### config.mk
export PLATFORM = sky130hd
export DESIGN_NAME = xy_dac_mux
export DESIGN_NICKNAME = d
export VERILOG_FILES = /design/src/rtl/xy_dac_mux.sv
export SDC_FILE = /design/constraint.sdc
export NUM_CORES = 1
export LEC_CHECK = 0
export CAP_MARGIN = 20
export CORE_ASPECT_RATIO = 1.4
export CORE_MARGIN = 5
export CORE_UTILIZATION = 49
export DETAILED_ROUTE_END_ITERATION = 12
export PLACE_DENSITY = 0.89
export SLEW_MARGIN = 10
export SYNTH_ARGS = -nofsm -noshare
export SYNTH_HDL_FRONTEND = slang
export SYNTH_SLANG_ARGS = --single-unit
export TNS_END_PERCENT = 10
### constraint.sdc
create_clock -name clk -period 2.5 [get_ports clk]
set_input_delay 0.375 -clock clk [delete_from_list [all_inputs] [get_ports clk]]
set_output_delay 0.375 -clock clk [all_outputs]
set_load 0.005 [all_outputs]
### src/rtl/xy_dac_mux.sv
// Time-multiplexes one X/Y coordinate pair onto a shared DAC bus and issues
// per-channel latch strobes after a settle time; blanking follows the Y latch.
module xy_dac_mux #(
    parameter int DATA_W        = 8,
    parameter int SETTLE_CYCLES = 2,
    parameter int STROBE_CYCLES = 1
) (
    input  logic              clk,
    input  logic              reset,
    input  logic [DATA_W-1:0] in_x,
    input  logic [DATA_W-1:0] in_y,
    input  logic              in_blank,
    input  logic              in_valid,
    output logic              in_ready,
    output logic [DATA_W-1:0] dac_data,
    output logic              dac_sel,
    output logic              dac_wr_x,
    output logic              dac_wr_y,
    output logic              blank_out,
    output logic              busy
);

    typedef enum logic [2:0] {
        IDLE,
        X_SETUP,
        X_STROBE,
        Y_SETUP,
        Y_STROBE
    } state_t;

    localparam logic [3:0] SETTLE_LOAD = 4'(SETTLE_CYCLES - 1);
    localparam logic [3:0] STROBE_LOAD = 4'(STROBE_CYCLES - 1);

    state_t            state, state_nxt;
    logic [3:0]        cnt, cnt_nxt;
    logic [DATA_W-1:0] x_q, y_q, x_nxt, y_nxt;
    logic              blank_q, blank_nxt;
    logic              accept;

    logic [DATA_W-1:0] data_nxt;
    logic              sel_nxt, wr_x_nxt, wr_y_nxt, blank_out_nxt;

    // in_ready is the registered view of IDLE, so it also suppresses an
    // accept in the first cycle after reset
    assign accept = in_valid && in_ready;

    always_comb begin
        state_nxt = state;
        cnt_nxt   = cnt;
        x_nxt     = x_q;
        y_nxt     = y_q;
        blank_nxt = blank_q;
        case (state)
            IDLE: begin
                if (accept) begin
                    x_nxt     = in_x;
                    y_nxt     = in_y;
                    blank_nxt = in_blank;
                    state_nxt = X_SETUP;
                    cnt_nxt   = SETTLE_LOAD;
                end
            end
            X_SETUP: begin
                if (cnt == 4'd0) begin
                    state_nxt = X_STROBE;
                    cnt_nxt   = STROBE_LOAD;
                end else begin
                    cnt_nxt = cnt - 4'd1;
                end
            end
            X_STROBE: begin
                if (cnt == 4'd0) begin
                    state_nxt = Y_SETUP;
                    cnt_nxt   = SETTLE_LOAD;
                end else begin
                    cnt_nxt = cnt - 4'd1;
                end
            end
            Y_SETUP: begin
                if (cnt == 4'd0) begin
                    state_nxt = Y_STROBE;
                    cnt_nxt   = STROBE_LOAD;
                end else begin
                    cnt_nxt = cnt - 4'd1;
                end
            end
            Y_STROBE: begin
                if (cnt == 4'd0) begin
                    state_nxt = IDLE;
                    cnt_nxt   = 4'd0;
                end else begin
                    cnt_nxt = cnt - 4'd1;
                end
            end
            default: begin
                state_nxt = IDLE;
                cnt_nxt   = 4'd0;
            end
        endcase
    end

    // Outputs are decoded from the next state so every port is a flop
    always_comb begin
        data_nxt      = dac_data;
        sel_nxt       = dac_sel;
        wr_x_nxt      = 1'b0;
        wr_y_nxt      = 1'b0;
        blank_out_nxt = blank_out;
        case (state_nxt)
            X_SETUP: begin
                data_nxt = x_nxt;
                sel_nxt  = 1'b0;
            end
            X_STROBE: begin
                data_nxt = x_nxt;
                sel_nxt  = 1'b0;
                wr_x_nxt = 1'b1;
            end
            Y_SETUP: begin
                data_nxt = y_nxt;
                sel_nxt  = 1'b1;
            end
            Y_STROBE: begin
                data_nxt = y_nxt;
                sel_nxt  = 1'b1;
                wr_y_nxt = 1'b1;
                if (state != Y_STROBE) begin
                    blank_out_nxt = blank_nxt;
                end
            end
            default: begin
            end
        endcase
    end

    always_ff @(posedge clk) begin
        x_q     <= x_nxt;
        y_q     <= y_nxt;
        blank_q <= blank_nxt;
        if (reset) begin
            state     <= IDLE;
            cnt       <= 4'd0;
            dac_data  <= '0;
            dac_sel   <= 1'b0;
            dac_wr_x  <= 1'b0;
            dac_wr_y  <= 1'b0;
            blank_out <= 1'b1;
            busy      <= 1'b0;
            in_ready  <= 1'b0;
        end else begin
            state     <= state_nxt;
            cnt       <= cnt_nxt;
            dac_data  <= data_nxt;
            dac_sel   <= sel_nxt;
            dac_wr_x  <= wr_x_nxt;
            dac_wr_y  <= wr_y_nxt;
            blank_out <= blank_out_nxt;
            busy      <= (state_nxt != IDLE);
            in_ready  <= (state_nxt == IDLE);
        end
    end

endmodule

# Word-level counts from Yosys, hierarchy flattened

Cells that the tools add are included.

Add/sub/neg operators: 1
Multiply operators: 0
Div/mod/pow operators: 0
$lt $le $gt $ge: 0
Equal/unequal tests: 10
Shifts and indexed selects: 0
Mux-type cells: 20
Bitwise operators: 0
Reductions and logical operators: 10

Operator list:

| kind                  | count |
|---|---|
| $mux W8               | 4 |
| $pmux W8 S2           | 1 |
| $mux W3               | 5 |
| $pmux W3 S5           | 1 |
| $eq A3 B2 Y1 const B  | 4 |
| $mux W4               | 3 |
| $pmux W4 S3           | 1 |
| $eq A3 B1 Y1 const B  | 2 |
| $eq A3 B3 Y1 const B  | 2 |
| $logic_not A3 Y1      | 2 |
| $logic_not A4 Y1      | 1 |
| $mux W1               | 4 |
| $reduce_or A2 Y1      | 2 |
| $sub A4 B1 Y4 const B | 1 |
| $ne A3 B3 Y1 const B  | 1 |
| $reduce_bool A3 Y1    | 1 |
| $reduce_or A3 Y1      | 1 |
| $ne A2 B2 Y1 const B  | 1 |
| $pmux W1 S2           | 1 |
| $reduce_and A2 Y1     | 1 |
| $reduce_bool A2 Y1    | 1 |
| $logic_and A1 B1 Y1   | 1 |

Bits in registers: 38
Bits in latches: 0
Bits in writable memories: 0
Bits in read-only memories: 0
Input bits: 20
Output and inout port bits: 14
Memories: 0

# Depth between registers and ports, before layout

Depth in word-level cells: 6
Mapped depth: 8
Gate-level depth less buffers: 7

# Least setup slack after synthesis

OpenSTA, ideal clock, no wires.

Kind: register to register
From: register cnt[0]
To: register dac_sel
Setup time: 0.119 ns
Arrival time: 1.699 ns
Data required time: 2.381 ns
Setup slack: 0.683 ns
Cell stages (with the launch flop): 8
Buffers on the path: 1
Clock period less this slack: 1.817 ns
Path through: dfxtp_1 > inv_1 > ha_1 > or3b_1 > clkbuf_2 > and2_4 > o31a_4 > o221a_1

Longest elaborated chain between the ends: 6
Elaborated cells on any way between the ends: 14
Classes of those cells: eq/ne (4); mux (6); reduce/logical (4)

RTL lines:

| what                                              | line | source |
|---|---|---|
| from (decl)                                       | 35   | `logic [3:0] cnt, cnt_nxt;` |
| from (signal assigned)                            | 152  | `cnt <= cnt_nxt;` |
| $logic_not A4 Y1 *                                | --   |  |
| $mux W3, on equally long branches                 | --   |  |
| $pmux W3 S5 *                                     | 53   | `case (state)` |
| $eq A3 B3 Y1 (tied with other cells)              | 109  | `case (state_nxt)` |
| $reduce_or A2 Y1 (no source line)                 | --   |  |
| $pmux W1 S2 or $reduce_bool A2 Y1 (tied branches) | --   |  |
| to (signal assigned)                              | 154  | `dac_sel <= sel_nxt;` |
| to (decl)                                         | 16   | `output logic dac_sel,` |

Every way passes the cells marked *; elsewhere a longest branch is shown, timed or not.
A chain may end at the register's enable or synchronous reset.

# Worst setup path after layout

From: register cnt[0]
To: register dac_data[7]

Longest elaborated chain between the ends: 6
Elaborated cells on any way between the ends: 14
Classes of those cells: eq/ne (4); mux (6); reduce/logical (4)

RTL lines:

| what                                              | line | source |
|---|---|---|
| $logic_not A4 Y1 *                                | --   |  |
| $mux W3, on equally long branches                 | --   |  |
| $pmux W3 S5 *                                     | 53   |  |
| $eq A3 B3 Y1 (tied with other cells)              | 109  |  |
| $reduce_or A2 Y1 (no source line)                 | --   |  |
| $pmux W8 S2 or $reduce_bool A2 Y1 (tied branches) | --   |  |
| to (signal assigned)                              | 153  | `dac_data <= data_nxt;` |
| to (decl)                                         | 15   | `output logic [DATA_W-1:0] dac_data,` |

Marked as above.

==> impl_metrics.yaml <==
sta:
  hold_viol: 0
  period_minus_slack_ns: 2.087
  fin_worst_skew_ns: 0.005048
  rsz0062_at_grt: "no"
  slew_headroom: 0.6367
  worst_pin_slew_ns: 0.5437
  slew_viol_final: 0
  tns_ns: 0
  fin_crit_sh: 0.8347
  timing.fmax_ghz: 0.4792
  fin_ws_ns: 0.4133
  setup_viol: 0
power:
  leakagePower_nw: 0.7380
  power_density_mw_per_mm2: 1185
  ir_drop_uv: 695.0
  power_mw: 2.321
die:
  die_h_um: 76.53
  core_area_mm2: 0.003093
  start_util: 0.5008
  pin_count: 34
  die_x_um: 57.52
  fp-row-count: 24
  die_area_mm2: 0.004402
cells_and_area:
  antennaDiodeCount: 0
  instances_no_fill: 211
  drive_gt1_frac: 0.09302
  num-fill-cells: 245
  final_cell_mix: "dfxtp_1 (38), clkdlybuf4s50_1 (33), mux2_1 (16)"
  layout_commonest_cell: "dfxtp_1"
  num-nets-final: 194
  synthToLayoutAreaGrowth_pct: 26.49
clocking:
  clk_pin_slew_ns: 0.07
  cts.sinks: 38
  ctsResizeCount: 0
  cts_setup_buffers: 0
  cts.hold.buffers_added: 0
  cts_max_level: 2
  numCtsBuffers: 5
  clockBufferDepth: 2
  cts_tree: "done"
  root_buffer: "clkbuf_8"
  clk-insertion-delay-late_ns: 0.29
synthesis:
  ys_seq_elements: 38
  ys_async_sr_fraction: 0
  synth_edf_count: 0
  synthTopCellsByArea: "dfxtp_1 (49%), mux2_1 (12%), mux2i_1 (5.8%)"
  synth_top_area_cell: "dfxtp_1"
  synth_area_mm2: 0.001549
  synth_cell_types: 34
  syn_inst: 138
  synth-main-ff-cell: "dfxtp_1"
  synth_area_per_cell_um2: 11.22
  ys_seq_area_frac: 0.4911
  synth_warnings: 0
  yosys.area.top_type_share: 0.4911
  syn_nets: 160
setup_path:
  crit_arrival_ns: 2.26
  reg2regPathDepth: 7
  critPathMaxFanout: 8
  crit_type: "reg2reg"
  start_kind: "flop"
  cp_cell_sequence: "inv_1 -> ha_1 -> nor3b_1 -> o21ai_0 -> nand2_1 -> mux2i_1 -> o2bb2ai_1"
  rr_endpoint: "dac_data[7]$_SDFFE_PP0P_"
  required_ns: 2.67
  r2r_slack_ns: 0.41
  cp_slowest_cell: "nor3b_1"
  critPathTopFamily: "simple AND/OR/NAND/NOR gates"
  cp_num_buf_inv: 1
  cp-startpoint: "cnt[0]$_SDFFE_PP0P_"
  cp_slowest_stage_delay_ns: 0.47
  reg2reg_from: "cnt[0]$_SDFFE_PP0P_"
  cp-end-kind: "flop"
drt:
  routed_wl_um: 3259
  ant_nets: 0
  vias: 1132
  drc: 0
  avgViaCountPerCell: 5.365
  drt-initial-drc-count: 13
  wire_per_inst_um: 15.45
  first_pass_iters: 4
min_path:
  holdPathEnd: "x_q[3]$_DFF_P_"
  hp-class: "reg2reg"
  worstHoldPathCells: 1
  worstHoldStart: "x_q[3]$_DFF_P_"
run:
  drv_cap: 0
placement:
  portBuffers: 33
  place.gp.congestion: 0.8098
  hpwlAfterDp_um: 2349
  dp_slack_ns: 0.3179
  dpl.cell_count: 204
global_route:
  grt_pass1_wl_um: 5278
  grt_pass1_vias: 1183
  grt_max_degree: 22
  grt-ovfl-total: 0
  grt_util_all_layers: 0.1538
  antenna_found_initial: 0
run_status:
  outcome: "complete, no violations"
[per-layer routing]
metal,share of wire,GRT usage,up-vias
met3,0.055,0.05763,6
met1,0.40,0.1535,538
met5,0,0,-
met2,0.53,0.2771,30
li1,-,-,558
met4,0.015,0.06032,0
[worst register-to-register path, delay by kind of cell, from the launching register on]
family / cells / cell delay, ns
buf+inv: 1 / 0.11
simple gates: 2 / 0.85
mux: 1 / 0.29
compound gates: 2 / 0.23
fa+ha+maj: 1 / 0.17
flops: 1 / 0.33
[per-stage QoR]
stage            util  hold slack [ns]  cell area (um^2)
3_5_place_dp   0.6088           0.4493              1883
3_3_place_gp   0.6088           0.4388              1883
5_1_grt        0.6335           0.4881              1959
2_1_floorplan       -           0.4322              1549
4_1_cts        0.6335           0.4647              1959
6_report       0.6335           0.4631              1959
[how the worst max path moves through the flow]
stage                               end  slack [ns]  depth (start not counted)
2_1_floorplan      dac_sel$_SDFFE_PP0P_        0.68                          7
3_3_place_gp   dac_data[6]$_SDFFE_PP0P_        0.42                          6
3_5_place_dp   dac_data[7]$_SDFFE_PP0P_        0.32                          6
4_1_cts        dac_data[7]$_SDFFE_PP0P_        0.43                          7
5_1_grt        dac_data[6]$_SDFFE_PP0P_        0.32                          7
6_report       dac_data[7]$_SDFFE_PP0P_        0.41                          7
[report_power, final]
part	total (mW)	leakage, nW	internal [mW]	switching, mW
clock network	0.389	0.0383	0.192	0.197
registers	0.956	0.315	0.844	0.112
logic	0.976	0.384	0.484	0.493
[sequential cells by signal (all words and copies together) (netlist names)]
register / count
state: 3
x_q: 8
dac_sel: 1
blank_out: 1
dac_wr_x: 1
dac_wr_y: 1
blank_q: 1
busy: 1
cnt: 4
in_ready: 1
y_q: 8
dac_data: 8
[cells in the mapped netlist (2+ instances only)]
cell	n
nor2_8	2
buf_6	3
o21ai_0	4
a21oi_1	12
dfxtp_1	38
o2bb2ai_1	8
mux2i_1	9
ha_1	2
buf_2	2
a211oi_1	2
nor2_1	7
or3b_2	2
inv_1	5
nand2_1	5
nand3_1	3
mux2_1	16
[cell type report]
| type | count | area, um^2 | share of cell area |
|---|---|---|---|
| multi-input cells | 88 | 716.9 | 0.3659 |
| clock buffers | 7 | 76.32 | 0.03895 |
| well taps | 39 | 48.80 | 0.02490 |
| flip-flops and latches | 38 | 760.7 | 0.3883 |
| repair buffers | 34 | 337.8 | 0.1724 |
| inverters | 5 | 18.77 | 0.009579 |
[cells by family after synthesis]
| kind of cell | after synthesis | share of synthesized area |
|---|---|---|
| buffers and inverters | 12 | 0.04604 |
| adder cells (fa/ha/maj) | 2 | 0.01615 |
| AND/OR/NAND/NOR | 29 | 0.1244 |
| flip-flops | 38 | 0.4911 |
| AO/OA/AOI/OAI | 31 | 0.1406 |
| multiplexers | 26 | 0.1817 |
(Power assumes the default switching activity.)
